### config.mk
export PLATFORM = sky130hd
export DESIGN_NAME = add_mul_comp_sub_seq
export DESIGN_NICKNAME = d
export VERILOG_FILES = /design/src/rtl/add_mul_comp_sub_seq.sv
export SDC_FILE = /design/constraint.sdc
export NUM_CORES = 1
export LEC_CHECK = 0
export ABC_AREA = 1
export BUFFER_PORTS_ARGS = -buffer_cell sky130_fd_sc_hd__buf_2
export CORE_ASPECT_RATIO = 0.9
export CORE_MARGIN = 2
export CORE_UTILIZATION = 40
export DETAILED_ROUTE_END_ITERATION = 10
export GPL_TIMING_DRIVEN = 0
export PLACE_DENSITY = 0.62
export SYNTH_ARGS = -nofsm -noshare
export SYNTH_HDL_FRONTEND = slang
export SYNTH_SLANG_ARGS = --single-unit
### constraint.sdc
create_clock -name clk -period 2.8 [get_ports clk]
set_input_delay 0.28 -clock clk [delete_from_list [all_inputs] [get_ports clk]]
set_output_delay 0.28 -clock clk [all_outputs]
set_load 0.01 [all_outputs]
### src/rtl/add_mul_comp_sub_seq.sv
// add_mul_comp_sub_seq: handshaked add/sub/compare (one cycle) and
// iterative shift-add multiply (WIDTH cycles) with registered result.
//
// Ports:
//   clk        rising-edge clock
//   rst        synchronous active-high reset
//   in_valid   operation presented        in_ready   ready to accept (IDLE)
//   op         00 add, 01 sub, 10 cmp, 11 mul
//   sgn        compare only: 1 signed, 0 unsigned
//   a, b       WIDTH-bit operands
//   out_valid  result valid (DONE)        out_ready  consumer accepts
//   result     2*WIDTH-bit result, held while out_valid
module add_mul_comp_sub_seq #(
    parameter int WIDTH = 8
) (
    input  logic               clk,
    input  logic               rst,
    input  logic               in_valid,
    output logic               in_ready,
    input  logic [1:0]         op,
    input  logic               sgn,
    input  logic [WIDTH-1:0]   a,
    input  logic [WIDTH-1:0]   b,
    output logic               out_valid,
    input  logic               out_ready,
    output logic [2*WIDTH-1:0] result
);

    localparam int CW = $clog2(WIDTH) + 1;
    localparam logic [CW-1:0] LAST = CW'(WIDTH - 1);

    typedef enum logic [1:0] {
        IDLE = 2'd0,
        MUL  = 2'd1,
        DONE = 2'd2
    } state_t;

    state_t r_state;
    state_t w_next;

    logic [2*WIDTH-1:0] r_acc;
    logic [2*WIDTH-1:0] r_mcand;
    logic [WIDTH-1:0]   r_mplier;
    logic [CW-1:0]      r_cnt;
    logic [2*WIDTH-1:0] r_result;

    logic [2*WIDTH-1:0] w_sum;
    logic [2*WIDTH-1:0] w_single;
    logic [WIDTH:0]     w_addx;
    logic [WIDTH:0]     w_subx;
    logic               w_lt;
    logic               w_eq;
    logic               w_gt;
    logic               w_last;
    logic               w_is_mul;

    assign in_ready  = (r_state == IDLE);
    assign out_valid = (r_state == DONE);
    assign result    = r_result;

    assign w_is_mul = (op == 2'b11);
    assign w_last   = (r_cnt == LAST);

    // One partial product per MUL cycle, multiplier consumed LSB first.
    assign w_sum = r_acc + (r_mplier[0] ? r_mcand : '0);

    // Single-cycle results straight from the inputs on the accept edge.
    always_comb begin
        w_addx = {1'b0, a} + {1'b0, b};
        // Top bit of the widened difference is the unsigned borrow.
        w_subx = {1'b0, a} - {1'b0, b};
        w_eq   = (a == b);
        w_lt   = sgn ? ($signed(a) < $signed(b)) : (a < b);
        w_gt   = !w_lt && !w_eq;
        w_single = '0;
        unique case (op)
            2'b00:   w_single[WIDTH:0] = w_addx;
            2'b01:   w_single[WIDTH:0] = w_subx;
            2'b10:   w_single[2:0]     = {w_gt, w_eq, w_lt};
            default: w_single          = '0;
        endcase
    end

    always_comb begin
        w_next = r_state;
        unique case (r_state)
            IDLE: begin
                if (in_valid) begin
                    w_next = w_is_mul ? MUL : DONE;
                end
            end
            MUL: begin
                if (w_last) begin
                    w_next = DONE;
                end
            end
            DONE: begin
                if (out_ready) begin
                    w_next = IDLE;
                end
            end
            default: w_next = IDLE;
        endcase
    end

    always_ff @(posedge clk) begin
        if (rst) begin
            r_state <= IDLE;
        end else begin
            r_state <= w_next;
        end
    end

    always_ff @(posedge clk) begin
        if (rst) begin
            r_acc    <= '0;
            r_mcand  <= '0;
            r_mplier <= '0;
            r_cnt    <= '0;
            r_result <= '0;
        end else begin
            unique case (r_state)
                IDLE: begin
                    if (in_valid) begin
                        if (w_is_mul) begin
                            r_acc    <= '0;
                            r_mcand  <= {{WIDTH{1'b0}}, a};
                            r_mplier <= b;
                            r_cnt    <= '0;
                        end else begin
                            r_result <= w_single;
                        end
                    end
                end
                MUL: begin
                    r_acc    <= w_sum;
                    r_mcand  <= r_mcand << 1;
                    r_mplier <= r_mplier >> 1;
                    r_cnt    <= r_cnt + CW'(1);
                    // Last partial product lands straight in the result.
                    if (w_last) begin
                        r_result <= w_sum;
                    end
                end
                default: begin
                end
            endcase
        end
    end

endmodule

==> results.md <==
* Outcome: complete, no violations
* Max FO, Critical Path at 10
* First-pass GRT wire length at 19.5 mm
* H-tree levels at 3
* Drt first pass iters at 5
* Diode count at 0
* Ys async rst share at 0%
* Die ar. at 11200 µm²
* Max_slew headroom at 53.7%
* Row count at 35
* Synthesized area at 4160 µm²
* IR Drop Worst-Case VDD at 0.422 mV
* Flops & latches, synth at 62
* Setup ws final at 0.385 ns
* Core region area at 10200 µm²
* Vias/cell at 5.24
* Detailed placement HPWL at 9.45 mm
* Die Width at 112 µm
* Fin util at 47.7%
* Xor/xnor share of the synthesized area at 0.210%
* Multiplexer area fraction after synthesis at 0%
* Fin crit period at 2.41 ns
* Io pins at 41
* Pwr/cell area at 590 nW/µm²
* Placement Setup Slack at 0.115 ns
* Total CTS buffers at 9
* Nets at 741
* Maximum capacitance violations at 0
* Post-Syn Area per Cell at 6.58 µm²
* ANT nets after route at 0
* CTS tree: yes
* Port Buffers at 40
* # setup viols final at 0
* Die Y at 101 µm
* Worst clock skew at 0.00661 ns
* DRC Markers at 0
* Layout cells sized above 1 at 12.8%
* Final hold vios at 0
* RePlAce Congestion at 0.927
* YS warnings at 0
* Crit end category: register
* Pleak at 2.37 nW
* Final slew viol count at 0
* Synth Area in Simple Gates at 28.8%
* Clock-pin transition on the worst setup and hold timing paths at 0.05 ns
* Drt wl/cell at 14.7 µm
* DR vias at 4283
* Worst hold margin at 0.205 ns
* Post-synthesis sequential area ratio at 29.8%
* CTS sink count at 62
* Final Cycle Share at 86.2%
* Crit path kind: register to register
* Grt ovf at 0
* Largest net degree at the start of global routing at 13
* CTS Buffer Depth at 2
* Initial antenna violation count at 0
* HP Class: input pin to register
* CP required at 3.03 ns
* Hold Buf Count CTS at 0
* Synth unique cells at 35
* Synth Area in Adders at 11.1%
* Top_reg_cell synth: dfxtp_1
* First DRT Iteration DRCs at 291
* Fillers at 1063
* Drt total wl at 12.0 mm
* Largest family of logic cells by synthesized area: simple AND/OR/NAND/NOR gates
* Unrepaired setup endpoints after global routing: false
* Worst-skew pair later-pin latency at 0.34 ns
* Post-synth net total at 691
* Max Fclk at 414 MHz
* Vias in the first global route at 3923
* Post-synth EDFFs at 0
* CP startpoint kind: register
* Mapped Cells at 633
* Area growth, synth to finish at 16.9%
* Initial Utilization at 40.8%
* Synth Area in Compound Gates at 20.2%
* Worst slew pin tran at 0.691 ns
* Arrival @ worst endpoint at 2.64 ns
* Setup TNS at 0 ns
* GRT Total Usage at 22.0%
* Clock root buffer: clkbuf_16
==> metal layers <==
metal | up-vias | global-route usage [%] | wire [µm]
met3 | 16 | 5.11 | 657
li1 | 2204 | - | -
met2 | 106 | 34.0 | 5150
met4 | 0 | 4.75 | 142
met5 | - | 0 | 0
met1 | 1957 | 31.4 | 6100
==> through the flow <==
| stage | cell area [µm²] | instances | total power [mW] |
|---|---|---|---|
| 6_report | 4870 | 817 | 2.87 |
| 5_1_grt | 4870 | 817 | 3.00 |
| 4_1_cts | 4870 | 818 | 2.89 |
| 3_5_place_dp | 4530 | 802 | 1.59 |
| 3_3_place_gp | 4530 | 802 | 1.58 |
| 2_1_floorplan | 4160 | 633 | 1.39 |
==> cell usage in the layout, fill, tap and decap left out, drive strengths merged <==
cell	Yosys	layout
a21oi	62	62
a221oi	1	1
a22oi	9	9
a31oi	16	16
buf	18	58
bufinv	0	3
clkbuf	10	18
clkinv	0	3
dfxtp	62	62
fa	3	3
ha	32	32
inv	70	71
nand2	173	173
nand3	45	45
nand3b	7	7
nand4	6	6
nor2	48	48
nor3	1	1
nor3b	1	1
nor4	1	1
o211ai	2	2
o21a	3	3
o21ai	54	54
o21bai	1	1
o22ai	2	2
o31ai	2	2
or2	3	3
xnor2	1	1
==> Yosys cell counts (all sizes together) (2+ instances only) <==
| library cell | n | area share, % |
|---|---|---|
| nand2 | 173 | 16 |
| inv | 70 | 6.3 |
| a21oi | 62 | 7.5 |
| dfxtp | 62 | 30 |
| o21ai | 54 | 6.7 |
| nor2 | 48 | 4.4 |
| nand3 | 45 | 5.6 |
| ha | 32 | 9.6 |
| buf | 18 | 2.7 |
| a31oi | 16 | 2.4 |
| clkbuf | 10 | 0.90 |
| a22oi | 9 | 1.6 |
| nand3b | 7 | 1.3 |
| nand4 | 6 | 0.90 |
| fa | 3 | 1.4 |
| o21a | 3 | 0.54 |
| or2 | 3 | 0.45 |
| o211ai | 2 | 0.36 |
| o22ai | 2 | 0.30 |
| o31ai | 2 | 0.48 |
==> registers in the layout (all words and copies together), names as in the netlist <==
signal / flops
r_acc: 16
r_cnt: 4
r_mcand: 16
r_mplier: 8
r_state: 2
result: 16
==> critical path, cell delays in order, from the launching register on <==
cell      delay (ns)
dfxtp_1         0.38
clkbuf_2        0.22
nand2_1         0.09
inv_1           0.04
ha_1            0.20
fa_1            0.42
nand3_1         0.10
nand2_1         0.12
nand2_1         0.08
nand2_1         0.08
o21ai_0         0.27
nand2_1         0.09
nor2_1          0.14
nor2_1          0.06
==> final timing paths <==
path               endpoint  cells past startpoint         from  slack (ns)
hold / removal     r_cnt[2]                      2          rst        0.20
setup / recovery  result[8]                     13  r_mplier[0]        0.39
hold reg to reg    r_acc[5]                      2     r_acc[5]        0.47
setup reg to reg  result[8]                     13  r_mplier[0]        0.39
==> power breakdown <==
group | switching, mW | internal [mW]
logic | 0.374 | 0.199
registers | 0.0506 | 0.955
clock network | 0.420 | 0.873
==> cells by family after synthesis <==
group                      Yosys count
AOI/OAI and AO/OA                  152
buffers and inverters               98
adders and majority gates           35
and+or+nand+nor                    285
xor gates and xnor gates             1
DFF                                 62
==> layout make-up <==
type / count / area [µm²] / area share (%)
Multi-Input combinational cell: 473 / 2510 / 51.5
Sequential cell: 62 / 1240 / 25.5
Inverter: 70 / 263 / 5.40
Tap cell: 129 / 161 / 3.31
Timing Repair Buffer: 40 / 200 / 4.11
Buffer: 27 / 149 / 3.06
Clock buffer: 9 / 225 / 4.62
Clock inverter: 7 / 121 / 2.49
==> repair_timing <==
| action | CTS | global route |
|---|---|---|
| endpoints found under the setup margin | 0 | 9 |
| gates resized for setup | 0 | 2 |
| setup buffers | 0 | 0 |
Power figures use the tool's default switching activity.
